--- config.mk ---
export PLATFORM = sky130hd
export DESIGN_NAME = seg7_scan_driver_flat
export DESIGN_NICKNAME = d
export VERILOG_FILES = /design/src/rtl/seg7_scan_driver_if.sv /design/src/rtl/seg7_scan_driver.sv /design/src/flat_wrapper.sv
export SDC_FILE = /design/constraint.sdc
export NUM_CORES = 1
export LEC_CHECK = 0
export ABC_AREA = 1
export CORE_ASPECT_RATIO = 1.25
export CORE_MARGIN = 1.5
export CORE_UTILIZATION = 63
export CTS_BUF_LIST = sky130_fd_sc_hd__clkbuf_8 sky130_fd_sc_hd__clkbuf_16
export CTS_CLUSTER_DIAMETER = 60
export CTS_CLUSTER_SIZE = 30
export DETAILED_ROUTE_END_ITERATION = 8
export DONT_BUFFER_PORTS = 1
export GPL_ROUTABILITY_DRIVEN = 0
export PLACE_DENSITY = 0.88
export SLEW_MARGIN = 0
export SYNTH_ARGS = -nofsm -noshare
export SYNTH_HDL_FRONTEND = slang
export SYNTH_SLANG_ARGS = --single-unit
--- constraint.sdc ---
create_clock -name clk -period 2.94 [get_ports clk]
set_input_delay 0 -clock clk [delete_from_list [all_inputs] [get_ports clk]]
set_output_delay 0 -clock clk [all_outputs]
set_load 0.02 [all_outputs]
--- src/rtl/seg7_scan_driver_if.sv ---
// Pin-side bundle for the two-digit seven-segment scan driver.
// master = byte source / board wrapper, slave = the driver.
interface seg7_scan_driver_if;
  logic [7:0] value;
  logic [1:0] dp_in;
  logic       load;
  logic       blank_in;
  logic [6:0] seg;
  logic       dp;
  logic [1:0] dig_en;
  logic       frame_done;

  modport master (output value, dp_in, load, blank_in,
                  input  seg, dp, dig_en, frame_done);
  modport slave  (input  value, dp_in, load, blank_in,
                  output seg, dp, dig_en, frame_done);
endinterface

--- src/rtl/seg7_scan_driver.sv ---
// Two-digit multiplexed hex display driver with blanking gaps and frame-boundary commit.
// Optional macro SEG7_LEADING_ZERO_BLANK_EN darkens a zero upper digit that has no decimal point.
module seg7_scan_driver #(
  parameter int SHOW_CYCLES  = 8192,
  parameter int BLANK_CYCLES = 16,
  parameter bit ACTIVE_LOW   = 1'b0
) (
  input  logic          clk,
  input  logic          rst_n,
  seg7_scan_driver_if.slave bus
);
  localparam int MAXC = (SHOW_CYCLES > BLANK_CYCLES) ? SHOW_CYCLES : BLANK_CYCLES;
  localparam int CW   = $clog2(MAXC + 1);
  localparam logic [CW-1:0] SHOW_LAST  = CW'(SHOW_CYCLES - 1);
  localparam logic [CW-1:0] BLANK_LAST = CW'(BLANK_CYCLES - 1);

  typedef enum logic [1:0] {BLANK0, SHOW0, BLANK1, SHOW1} state_t;

  state_t        state_q, state_d;
  logic [CW-1:0] cnt_q, cnt_d;
  logic [9:0]    shadow_q, shadow_d, disp_q, disp_d;   // {dp[1:0], value[7:0]}
  logic [6:0]    seg_q, seg_d;
  logic          dp_q, dp_d;
  logic [1:0]    en_q, en_d;
  logic          fd_q;
  logic          last, commit, dark, nib_dp;
  logic [3:0]    nib;

  function automatic logic [6:0] hex7(input logic [3:0] n);
    case (n)
      4'h0: hex7 = 7'h3F;  4'h1: hex7 = 7'h06;  4'h2: hex7 = 7'h5B;  4'h3: hex7 = 7'h4F;
      4'h4: hex7 = 7'h66;  4'h5: hex7 = 7'h6D;  4'h6: hex7 = 7'h7D;  4'h7: hex7 = 7'h07;
      4'h8: hex7 = 7'h7F;  4'h9: hex7 = 7'h6F;  4'hA: hex7 = 7'h77;  4'hB: hex7 = 7'h7C;
      4'hC: hex7 = 7'h39;  4'hD: hex7 = 7'h5E;  4'hE: hex7 = 7'h79;  default: hex7 = 7'h71;
    endcase
  endfunction

  always_comb begin
    state_d = state_q;
    cnt_d   = cnt_q + 1'b1;
    last    = (state_q == SHOW0 || state_q == SHOW1) ? (cnt_q == SHOW_LAST)
                                                     : (cnt_q == BLANK_LAST);
    if (last) begin
      cnt_d = '0;
      case (state_q)
        BLANK0:  state_d = SHOW0;
        SHOW0:   state_d = BLANK1;
        BLANK1:  state_d = SHOW1;
        default: state_d = BLANK0;
      endcase
    end
    commit = last && (state_q == SHOW1);

    // A load on the commit edge lands in the shadow first, so it also bypasses into disp.
    shadow_d = bus.load ? {bus.dp_in, bus.value} : shadow_q;
    disp_d   = commit ? shadow_d : disp_q;

    // Outputs are computed from the next state so they switch on the same edge.
    nib    = (state_d == SHOW1) ? disp_d[7:4] : disp_d[3:0];
    nib_dp = (state_d == SHOW1) ? disp_d[9]   : disp_d[8];
    dark   = bus.blank_in || (state_d == BLANK0) || (state_d == BLANK1);
`ifdef SEG7_LEADING_ZERO_BLANK_EN
    if (state_d == SHOW1 && nib == 4'h0 && !nib_dp) dark = 1'b1;
`endif
    en_d  = dark ? 2'b00 : ((state_d == SHOW0) ? 2'b01 : 2'b10);
    seg_d = dark ? 7'h00 : hex7(nib);
    dp_d  = dark ? 1'b0  : nib_dp;
  end

  always_ff @(posedge clk or negedge rst_n) begin
    if (!rst_n) begin
      state_q  <= BLANK0;
      cnt_q    <= '0;
      shadow_q <= '0;
      disp_q   <= '0;
      seg_q    <= '0;
      dp_q     <= 1'b0;
      en_q     <= '0;
      fd_q     <= 1'b0;
    end else begin
      state_q  <= state_d;
      cnt_q    <= cnt_d;
      shadow_q <= shadow_d;
      disp_q   <= disp_d;
      seg_q    <= seg_d;
      dp_q     <= dp_d;
      en_q     <= en_d;
      fd_q     <= commit;
    end
  end

  assign bus.seg        = seg_q ^ {7{ACTIVE_LOW}};
  assign bus.dp         = dp_q ^ ACTIVE_LOW;
  assign bus.dig_en     = en_q ^ {2{ACTIVE_LOW}};
  assign bus.frame_done = fd_q;
endmodule

--- src/flat_wrapper.sv ---
// flat-port wrapper written by rule: the top's interface ports become plain ports
module seg7_scan_driver_flat 
#(
  parameter int SHOW_CYCLES  = 8192,
  parameter int BLANK_CYCLES = 16,
  parameter bit ACTIVE_LOW   = 1'b0
)
  (clk, rst_n, bus_value, bus_dp_in, bus_load, bus_blank_in, bus_seg, bus_dp, bus_dig_en, bus_frame_done);
  seg7_scan_driver_if bus_i ();
  input  logic clk;
  input  logic rst_n;
  input wire logic [$bits(bus_i.value)-1:0] bus_value;
  input wire logic [$bits(bus_i.dp_in)-1:0] bus_dp_in;
  input wire logic [$bits(bus_i.load)-1:0] bus_load;
  input wire logic [$bits(bus_i.blank_in)-1:0] bus_blank_in;
  output wire logic [$bits(bus_i.seg)-1:0] bus_seg;
  output wire logic [$bits(bus_i.dp)-1:0] bus_dp;
  output wire logic [$bits(bus_i.dig_en)-1:0] bus_dig_en;
  output wire logic [$bits(bus_i.frame_done)-1:0] bus_frame_done;
  assign bus_i.value = bus_value;
  assign bus_i.dp_in = bus_dp_in;
  assign bus_i.load = bus_load;
  assign bus_i.blank_in = bus_blank_in;
  assign bus_seg = bus_i.seg;
  assign bus_dp = bus_i.dp;
  assign bus_dig_en = bus_i.dig_en;
  assign bus_frame_done = bus_i.frame_done;
  seg7_scan_driver #(.SHOW_CYCLES(SHOW_CYCLES), .BLANK_CYCLES(BLANK_CYCLES), .ACTIVE_LOW(ACTIVE_LOW)) u_core (.clk(clk), .rst_n(rst_n), .bus(bus_i));
endmodule
Yosys cells after proc, flatten, opt, wreduce, memory -nomap -nowiden

Memories as Yosys holds them, arrays and structs flattened.
Cells that the tools add are included.

Muxes and demuxes: 12
$add $sub $neg: 1
Equality and inequality tests: 8
Reductions and logical operators: 6

Operators with widths:

| cell                                                              | count |
|---|---|
| 10-bit two-way mux                                                | 2 |
| 14-bit by 1-bit adder with 14-bit output, second input constant   | 1 |
| 14-bit by 13-bit == test with 1-bit output, second input constant | 1 |
| 14-bit by 4-bit == test with 1-bit output, second input constant  | 1 |
| 14-bit two-way mux                                                | 1 |
| 2-bit == test, second input constant                              | 4 |
| 7-bit two-way mux                                                 | 1 |
| 2-bit two-way mux                                                 | 3 |
| 2-bit case mux with 3 select lines                                | 1 |
| 2-bit by 1-bit == test with 1-bit output, second input constant   | 2 |
| 2-bit zero test                                                   | 2 |
| 4-bit two-way mux                                                 | 1 |
| 1-bit logical OR                                                  | 3 |
| 1-bit two-way mux                                                 | 3 |
| 1-bit logical AND                                                 | 1 |

Memories: 1
Register bits: 47
Input bits: 14
Bits in read-only memories: 112
Logic and storage cells: 36

Memories:

| name             | depth | width | read ports | clocked after memory_dff | wr ports | line                   | source |
|---|---|---|---|---|---|---|---|
| (name not given) | 16    | 7     | 1          | 0                        | 0        | seg7_scan_driver.sv:30 | `case (n)` |

Longest topological paths before layout

Gate-level depths: netlist (run 1).

Word-level depth: 8
Depth in mapped cells: 20
Depth with buffers taken out: 20

Worst setup path before layout (run 1)

No wires, ideal clock.

Kind: reg2reg
Start point: reg u_core.state_q[0]
End point: reg u_core.seg_q[3], in the netlist u_core.bus.seg[3]
Setup time: 0.071 ns
Setup slack: 0.511 ns
Data arrival time: 2.358 ns
Stages on the path, launching flop included: 18
Required time: 2.869 ns
Buffers on the path: 0
Cell sequence: dfrtp_1 -> ha_1 -> nor2_2 -> nand3_1 -> nand2_2 -> nand4_1 -> nand2_2 -> nand2_4 -> inv_2 -> nand2_1 -> nand2_2 -> inv_1 -> ha_1 -> inv_1 -> nand3_1 -> nand3_1 -> nand2_1 -> nor2_1

Cells in the longest elaborated chain, start to end: 8
Elaborated cells between the ends (all ways): 18

Ends and longest elaborated chain:

| element                                                                          | line                                           | source |
|---|---|---|
| from (decl)                                                                      | seg7_scan_driver.sv:19                         | `state_t state_q, state_d;` |
| from (signal assigned)                                                           | seg7_scan_driver.sv:81                         | `state_q <= state_d;` |
| 2-bit by 1-bit == test with 1-bit output / 2-bit == test (equally long branches) | seg7_scan_driver.sv:41, seg7_scan_driver.sv:45 |  |
| 1-bit logical OR                                                                 | seg7_scan_driver.sv:41                         | `last = (state_q == SHOW0 \|\| state_q == SHOW1) ? (cnt_q == SHOW_LAST)` |
| 1-bit two-way mux                                                                | seg7_scan_driver.sv:41                         |  |
| 2-bit two-way mux *                                                              | seg7_scan_driver.sv:43                         | `if (last) begin` |
| named net u_core.state_d[1]                                                      | seg7_scan_driver.sv:19                         |  |
| 2-bit == test / 2-bit zero test (equally long branches)                          | seg7_scan_driver.sv:59, seg7_scan_driver.sv:61 |  |
| 4-bit two-way mux / 1-bit logical OR (equally long branches)                     | seg7_scan_driver.sv:59, seg7_scan_driver.sv:61 |  |
| memory read 16 x 7 bit / 1-bit logical OR (equally long branches)                | -                                              |  |
| 7-bit two-way mux *                                                              | seg7_scan_driver.sv:66                         | `seg_d = dark ? 7'h00 : hex7(nib);` |
| named net u_core.seg_d[3]                                                        | seg7_scan_driver.sv:22                         | `logic [6:0] seg_q, seg_d;` |
| to (signal assigned)                                                             | seg7_scan_driver.sv:85                         | `seg_q <= seg_d;` |
| to (decl)                                                                        | seg7_scan_driver.sv:22                         |  |

Mark *: on every way through the listed nets, which the timed path passes. The rest lies on a longest branch.

Worst setup path after layout (run 1)

Start point: reg u_core.state_q[0]
End point: reg u_core.seg_q[0], in the netlist u_core.bus.seg[0]

Same word-level chain as after synthesis.

==> results of run 1 <==
## registers in the layout, summed over array words and instances, names as in the netlist
register               cells
u_core.bus.seg             7
u_core.bus.frame_done      1
u_core.state_q             2
u_core.bus.dig_en          2
u_core.cnt_q              14
u_core.shadow_q           10
u_core.bus.dp              1
u_core.disp_q             10
## layer usage
metal / vias up / wire length [um] / track usage
li1: 1002 / - / -
met4: 0 / 140 / 0.124
met3: 13 / 146 / 0.0511
met5: - / 0 / 0
met2: 30 / 2790 / 0.476
met1: 973 / 2050 / 0.303
## Yosys cell counts, types with 4 or more instances
| cell | n | area, um2 |
|---|---|---|
| nand2_1 | 70 | 263 |
| nand3_1 | 18 | 90.1 |
| dfrtp_1 | 47 | 1180 |
| ha_1 | 12 | 150 |
| a21oi_1 | 8 | 40.0 |
| nand2_2 | 13 | 81.3 |
| inv_1 | 47 | 176 |
| nor3_1 | 4 | 20.0 |
| nor2_1 | 31 | 116 |
| mux2_2 | 4 | 45.0 |
| nand4_1 | 7 | 43.8 |
| o21ai_0 | 14 | 70.1 |
## final cells by class
type	instances	area, um2	area share
tap	54	67.6	0.0231
sequential	47	1180	0.404
clock buffer	5	68.8	0.0236
inverter	50	188	0.0643
clock inverter	3	23.8	0.00814
multi-input combinational	206	1170	0.402
timing repair buffer	22	220	0.0754
## logic make-up after synthesis
logic type / synth area share
and+or+nand+nor: 0.290
buffers and inverters: 0.0805
DFF: 0.470
AOI/OAI and AO/OA: 0.0560
adders and majority gates: 0.0600
muxes: 0.0260
xor gates and xnor gates: 0.0175
## through the flow
| stage | hold slack [ns] | cells | instance area (um2) | utilization |
|---|---|---|---|---|
| after floorplan | -0.296 | 306 | 2500 | - |
| after global placement | -0.294 | 359 | 2570 | 0.680 |
| after detailed placement | -0.295 | 359 | 2570 | 0.680 |
| after CTS | 0.204 | 382 | 2830 | 0.748 |
| after global routing | 0.227 | 387 | 2920 | 0.772 |
| final | 0.191 | 387 | 2920 | 0.772 |
## worst min-delay path by stage
| stage | to | slack [ns] |
|---|---|---|
| final | u_core.cnt_q[10] | 0.19 |
| after global routing | u_core.cnt_q[10] | 0.23 |
| after CTS | u_core.shadow_q[5] | 0.20 |
| after detailed placement | u_core.cnt_q[10] | -0.29 |
| after global placement | u_core.cnt_q[10] | -0.29 |
| after floorplan | u_core.bus.dig_en[0] | -0.30 |
## power breakdown
group	internal, mW	total, mW	switching (mW)
Clock	0.170	0.398	0.228
Combinational	0.0301	0.0661	0.0360
Sequential	0.662	0.672	0.00964
## timing repair
| action | 4_1_cts | 5_1_grt |
|---|---|---|
| resized for setup | 0 | 13 |
| hold buffers | 15 | 0 |
| hold endpoints to repair | 69 | 0 |
| buffers inserted | 0 | 5 |
| endpoints found under the setup margin | 0 | 7 |
==> run_summary.xml, run 1 <==
<?xml version="1.0" encoding="UTF-8"?>
<metrics>
  <group name="run_status">
    <metric name="run_status" unit="">complete, no violations</metric>
  </group>
  <group name="setup_path">
    <metric name="r2r-start" unit="">u_core.state_q[0]</metric>
    <metric name="worst-r2r-setup-slack" unit="ns">0.31</metric>
    <metric name="crit_start" unit="">u_core.state_q[0]</metric>
    <metric name="required_time_of_the_critical_path" unit="ns">3.18</metric>
    <metric name="critical-path-slowest-cell" unit="">dfrtp_2</metric>
    <metric name="critical_path_peak_fanout" unit="">8</metric>
    <metric name="path_depth" unit="">19</metric>
    <metric name="r2r.worst_path.cells" unit="">19</metric>
    <metric name="endpoint" unit="">u_core.bus.seg[0]</metric>
    <metric name="timing.critical_path.buf_inv" unit="">4</metric>
    <metric name="crit_path_frequent_cell" unit="">nand2_1</metric>
    <metric name="path_delay_family" unit="">simple AND/OR/NAND/NOR gates</metric>
    <metric name="critical_path.endpoint_type" unit="">flop</metric>
    <metric name="cp_cell_sequence" unit="">ha_4 &gt; inv_2 &gt; nand2_2 &gt; nand2_1 &gt; nand2_4 &gt; nand3_4 &gt; nand2_1 &gt; nand2_2 &gt; nand2_4 &gt; inv_2 &gt; nand2_1 &gt; nand2_2 &gt; inv_1 &gt; ha_1 &gt; inv_1 &gt; nand3_1 &gt; nand3_1 &gt; nand2_1 &gt; nor2_1</metric>
    <metric name="max_stage_delay" unit="ns">0.48</metric>
    <metric name="critical_path_class" unit="">reg -&gt; reg</metric>
    <metric name="worst-endpoint-arrival" unit="ns">2.87</metric>
    <metric name="cp-start-kind" unit="">flop</metric>
    <metric name="r2r-end" unit="">u_core.bus.seg[0]</metric>
  </group>
  <group name="finish">
    <metric name="design.final.nets" unit="">358</metric>
    <metric name="post_route_cells_drive_above_1_share" unit="">0.159</metric>
    <metric name="final.fill_count" unit="">278</metric>
    <metric name="final_cell_mix" unit="">nand2_1 (69), inv_1 (46), dfrtp_1 (45)</metric>
    <metric name="layout.cells.most_common" unit="">nand2_1</metric>
    <metric name="areaGrowthSynthToFinish" unit="%">16.6</metric>
    <metric name="antenna_diodes" unit="">0</metric>
  </group>
  <group name="detailed_routing">
    <metric name="ant_nets" unit="">0</metric>
    <metric name="avgRoutedWirePerCell" unit="um">13.2</metric>
    <metric name="initialDrtViolationCount" unit="">94</metric>
    <metric name="route.vias.total" unit="">2018</metric>
    <metric name="drc_errors" unit="">0</metric>
    <metric name="vias_per_cell" unit="">5.21</metric>
    <metric name="drt_wl_total" unit="mm">5.12</metric>
    <metric name="firstDrtPassIters" unit="">4</metric>
  </group>
  <group name="yosys">
    <metric name="asyncSetResetFlopFracSynth" unit="">1.00</metric>
    <metric name="postSynthNetCount" unit="">332</metric>
    <metric name="avgSynthCellArea" unit="um2">8.18</metric>
    <metric name="synthDistinctLibCells" unit="">30</metric>
    <metric name="post_synth_inst_count" unit="">306</metric>
    <metric name="post_synth_instance_area" unit="mm2">0.00250</metric>
    <metric name="synth_ff_type" unit="">dfrtp_1</metric>
    <metric name="number_of_enable_flip_flop_cells_after_synthesis" unit="">0</metric>
    <metric name="synth.yosys.seq_area_share" unit="">0.470</metric>
    <metric name="synth.ff_latch_count" unit="">47</metric>
    <metric name="synthesis.yosys.warnings" unit="">0</metric>
  </group>
  <group name="die">
    <metric name="ioPinCount" unit="">25</metric>
    <metric name="fp.dieW" unit="um">59.4</metric>
    <metric name="core_area" unit="mm2">0.00378</metric>
    <metric name="starting_density" unit="">0.661</metric>
    <metric name="die_height" unit="um">73.5</metric>
    <metric name="die_area" unit="mm2">0.00436</metric>
    <metric name="num_rows" unit="">25</metric>
  </group>
  <group name="global_route">
    <metric name="grt_util_all_layers" unit="">0.268</metric>
    <metric name="grt_antenna_before_repair" unit="">0</metric>
    <metric name="grt_max_degree" unit="">48</metric>
    <metric name="grt.overflow.total" unit="">0</metric>
    <metric name="first_global_vias" unit="">2037</metric>
    <metric name="grt_pass1_wl" unit="mm">8.83</metric>
  </group>
  <group name="sta">
    <metric name="slew_headroom" unit="">0.687</metric>
    <metric name="slew_viol_final" unit="">0</metric>
    <metric name="finClkSkew" unit="ns">0.00805</metric>
    <metric name="finalHoldViolCount" unit="">0</metric>
    <metric name="totalNegativeSetupSlack" unit="ns">0</metric>
    <metric name="finalCriticalPeriod" unit="ns">2.63</metric>
    <metric name="unrepaired_setup_endpoints_after_global_routing" unit="">false</metric>
    <metric name="timing_worst_slew_pin_value" unit="ns">0.467</metric>
    <metric name="fmax" unit="MHz">380</metric>
    <metric name="timing.final.setup_violations" unit="">0</metric>
    <metric name="final_critical_path_setup_slack" unit="ns">0.310</metric>
    <metric name="final.period_utilization" unit="">0.895</metric>
  </group>
  <group name="power_and_ir_drop">
    <metric name="p_leak" unit="nW">1.47</metric>
    <metric name="power.density_cell_area" unit="mW/mm2">389</metric>
    <metric name="peakVddDrop" unit="mV">0.428</metric>
    <metric name="design_power_total" unit="mW">1.14</metric>
  </group>
  <group name="clock_tree">
    <metric name="clkLatencyLatePin" unit="ns">0.30</metric>
    <metric name="library_cell_used_as_clock_root_buffer" unit="">clkbuf_8</metric>
    <metric name="cts_max_level" unit="">2</metric>
    <metric name="clock_sinks" unit="">47</metric>
    <metric name="cts_buffer_depth" unit="">2</metric>
    <metric name="number_of_buffers_added_by_the_clock_tree_synthesis_step" unit="">5</metric>
    <metric name="tritoncts" unit="">done</metric>
    <metric name="clk_pin_slew_worst_setup_hold_paths" unit="ns">0.09</metric>
  </group>
  <group name="hold_path">
    <metric name="holdCritPathClass" unit="">in -&gt; async</metric>
  </group>
  <group name="job">
    <metric name="cap_violations" unit="">0</metric>
  </group>
  <group name="placed_design">
    <metric name="place_hpwl" unit="mm">3.57</metric>
    <metric name="buffer_ports.inserted" unit="">0</metric>
    <metric name="place_worst_setup_slack" unit="ns">0.165</metric>
  </group>
</metrics>
No activity file was read; power rests on OpenSTA's default activity.
==> run 2: changes to the inputs <==
--- a/config.mk
+++ b/config.mk
@@ -8,14 +8,14 @@
 export ABC_AREA = 1
 export CORE_ASPECT_RATIO = 1.25
 export CORE_MARGIN = 1.5
-export CORE_UTILIZATION = 63
-export CTS_BUF_LIST = sky130_fd_sc_hd__clkbuf_8 sky130_fd_sc_hd__clkbuf_16
+export CORE_UTILIZATION = 66
+export CTS_BUF_LIST = sky130_fd_sc_hd__clkbuf_2
 export CTS_CLUSTER_DIAMETER = 60
 export CTS_CLUSTER_SIZE = 30
 export DETAILED_ROUTE_END_ITERATION = 8
 export DONT_BUFFER_PORTS = 1
 export GPL_ROUTABILITY_DRIVEN = 0
-export PLACE_DENSITY = 0.88
+export PLACE_DENSITY = 0.83
 export SLEW_MARGIN = 0
 export SYNTH_ARGS = -nofsm -noshare
 export SYNTH_HDL_FRONTEND = slang
==> run 2 against run 1 <==
Effect of this change: the flow now finishes with violations (DRC); fmax down 4.6%; via count rose by 1.1%; clock power is 8.8% lower; cell area barely moved; combinational power rose by 2%; non-clock buffer count rose by 6; highest routed layer unchanged; critical path depth is 2 lower; critical path type unchanged; routed wire length grew 4.4%; total power down 2.9%; core utilization is 4.6 points higher; worst hold slack got worse by 0.17 ns.
==> run_summary.xml, run 2 (synthesized netlist as in run 1, its figures left out) <==
<?xml version="1.0" encoding="UTF-8"?>
<metrics>
  <group name="setup_path">
    <metric name="max_stage_delay" unit="ns">0.49</metric>
    <metric name="required_time_of_the_critical_path" unit="ns">3.30</metric>
    <metric name="critical_path_class" unit="">reg -&gt; reg</metric>
    <metric name="worst-endpoint-arrival" unit="ns">3.12</metric>
    <metric name="cp-start-kind" unit="">flop</metric>
    <metric name="critical_path_peak_fanout" unit="">7</metric>
    <metric name="critical-path-slowest-cell" unit="">dfrtp_2</metric>
    <metric name="cp_cell_sequence" unit="">ha_2 &gt; o21ai_1 &gt; nand2_1 &gt; nor2_4 &gt; nand3_4 &gt; nand2_1 &gt; nand2_2 &gt; nand2_4 &gt; nand3_1 &gt; nand2_4 &gt; inv_1 &gt; ha_1 &gt; inv_1 &gt; nand3_1 &gt; nand3_1 &gt; nand2_1 &gt; nor2_1</metric>
    <metric name="critical_path.endpoint_type" unit="">flop</metric>
    <metric name="path_delay_family" unit="">simple AND/OR/NAND/NOR gates</metric>
    <metric name="timing.critical_path.buf_inv" unit="">2</metric>
  </group>
  <group name="finish">
    <metric name="post_route_cells_drive_above_1_share" unit="">0.171</metric>
    <metric name="largest_register_ffs" unit="">14</metric>
    <metric name="final_cell_mix" unit="">nand2_1 (69), inv_1 (47), dfrtp_1 (46)</metric>
    <metric name="design.final.nets" unit="">364</metric>
    <metric name="layout.cells.most_common" unit="">nand2_1</metric>
    <metric name="register_with_the_most_flip_flops" unit="">u_core.cnt_q</metric>
    <metric name="areaGrowthSynthToFinish" unit="%">16.7</metric>
    <metric name="antenna_diodes" unit="">0</metric>
    <metric name="top_regs" unit="">u_core.cnt_q x14, u_core.disp_q x10, u_core.shadow_q x10</metric>
  </group>
  <group name="die">
    <metric name="ioPinCount" unit="">25</metric>
    <metric name="num_rows" unit="">24</metric>
    <metric name="fp.dieW" unit="um">58.1</metric>
    <metric name="die_area" unit="mm2">0.00417</metric>
    <metric name="die_height" unit="um">71.9</metric>
    <metric name="starting_density" unit="">0.701</metric>
    <metric name="core_area" unit="mm2">0.00357</metric>
  </group>
  <group name="clock_tree">
    <metric name="tritoncts" unit="">done</metric>
    <metric name="number_of_buffers_added_by_the_clock_tree_synthesis_step" unit="">5</metric>
    <metric name="clk_pin_slew_worst_setup_hold_paths" unit="ns">0.26</metric>
    <metric name="clock_sinks" unit="">47</metric>
    <metric name="clkLatencyLatePin" unit="ns">0.43</metric>
    <metric name="cts_buffer_depth" unit="">2</metric>
    <metric name="cts_max_level" unit="">2</metric>
    <metric name="library_cell_used_as_clock_root_buffer" unit="">clkbuf_2</metric>
  </group>
  <group name="detailed_routing">
    <metric name="drc_errors" unit="">1</metric>
    <metric name="ant_nets" unit="">0</metric>
    <metric name="drt_wl_total" unit="mm">5.35</metric>
    <metric name="route.vias.total" unit="">2040</metric>
    <metric name="vias_per_cell" unit="">5.40</metric>
    <metric name="initialDrtViolationCount" unit="">56</metric>
    <metric name="avgRoutedWirePerCell" unit="um">14.1</metric>
    <metric name="firstDrtPassIters" unit="">7</metric>
  </group>
  <group name="placed_design">
    <metric name="buffer_ports.inserted" unit="">0</metric>
    <metric name="place_hpwl" unit="mm">3.62</metric>
    <metric name="place_worst_setup_slack" unit="ns">0.0283</metric>
  </group>
  <group name="sta">
    <metric name="final_critical_path_setup_slack" unit="ns">0.184</metric>
    <metric name="finalCriticalPeriod" unit="ns">2.76</metric>
    <metric name="timing_worst_slew_pin_value" unit="ns">0.440</metric>
    <metric name="fmax" unit="MHz">363</metric>
    <metric name="finalHoldViolCount" unit="">0</metric>
    <metric name="slew_headroom" unit="">0.706</metric>
    <metric name="finClkSkew" unit="ns">0.0255</metric>
    <metric name="timing.final.setup_violations" unit="">0</metric>
    <metric name="slew_viol_final" unit="">0</metric>
    <metric name="final.period_utilization" unit="">0.937</metric>
  </group>
  <group name="power_and_ir_drop">
    <metric name="power.density_cell_area" unit="mW/mm2">378</metric>
    <metric name="design_power_total" unit="mW">1.10</metric>
    <metric name="peakVddDrop" unit="mV">0.326</metric>
    <metric name="p_leak" unit="nW">1.50</metric>
  </group>
  <group name="global_route">
    <metric name="grt.overflow.total" unit="">0</metric>
    <metric name="grt_antenna_before_repair" unit="">0</metric>
    <metric name="grt_util_all_layers" unit="">0.276</metric>
    <metric name="grt_pass1_wl" unit="mm">8.67</metric>
    <metric name="grt_max_degree" unit="">48</metric>
    <metric name="first_global_vias" unit="">1996</metric>
  </group>
  <group name="hold_path">
    <metric name="holdCritPathClass" unit="">in -&gt; async</metric>
  </group>
  <group name="job">
    <metric name="cap_violations" unit="">0</metric>
  </group>
  <group name="run_status">
    <metric name="violated_checks" unit="">DRC</metric>
    <metric name="run_status" unit="">complete, but fails checks</metric>
  </group>
</metrics>
[run 2: power breakdown]
part	leakage (nW)	switching [mW]	internal, mW	total [mW]
combinational	0.886	0.0355	0.0318	0.0673
sequential	0.569	0.00902	0.664	0.673
clock	0.0436	0.214	0.149	0.363
total	1.50	0.259	0.844	1.10
[run 2: final timing paths]
check                                       start            endpoint  slack [ns]  cells past startpoint
worst max-delay path            u_core.state_q[0]   u_core.bus.seg[3]        0.18                     17
worst min-delay path                        rst_n  u_core.shadow_q[4]        0.02                      2
worst max register to register  u_core.state_q[0]   u_core.bus.seg[3]        0.18                     17
worst min register to register   u_core.disp_q[9]    u_core.disp_q[9]        0.53                      2
max in group asynchronous                   rst_n   u_core.state_q[0]        2.67                      2
min in group clk                         bus_load  u_core.shadow_q[8]        0.24                      3
[run 2: per-layer routing]
| metal | GRT usage | vias up | wire [um] |
|---|---|---|---|
| li1 | - | 1016 | - |
| met1 | 0.315 | 958 | 2090 |
| met2 | 0.491 | 47 | 2900 |
| met3 | 0.0487 | 19 | 181 |
| met4 | 0.132 | 0 | 178 |
| met5 | 0 | - | 0 |
[run 2: final cells by class]
class / instances / area (um2)
timing repair buffer: 28 / 268
clock buffer: 5 / 25.0
fill: 232 / 652
inverter: 50 / 188
sequential: 47 / 1180
tap: 39 / 48.8
multi-input combinational: 206 / 1170
clock inverter: 3 / 47.5
[run 2: worst register-to-register path, delay by kind of cell, from the launching register on]
family	cells	cell delay, ns
buf+inv	2	0.15
fa+ha+maj	2	0.49
flops	1	0.49
simple gates	12	1.41
compound gates	1	0.16
[run 2: timing repair]
item | in CTS | in global routing
hold endpoints to repair | 77 | 0
setup buffers | 1 | 9
setup endpoints to repair | 1 | 7
hold buffers | 16 | 0
pin swaps | 0 | 7
gates resized for setup | 0 | 13
[run 2: metrics by stage]
step	util	instance area, um2	instances	hold WS (ns)	TNS, ns
after floorplan	-	2500	306	-0.296	0
after global routing	0.818	2920	378	0.00141	-0.0761
after CTS	0.787	2810	369	0.0290	0
after global placement	0.715	2550	344	-0.294	0
final	0.818	2920	378	0.0224	0
after detailed placement	0.715	2550	344	-0.295	0
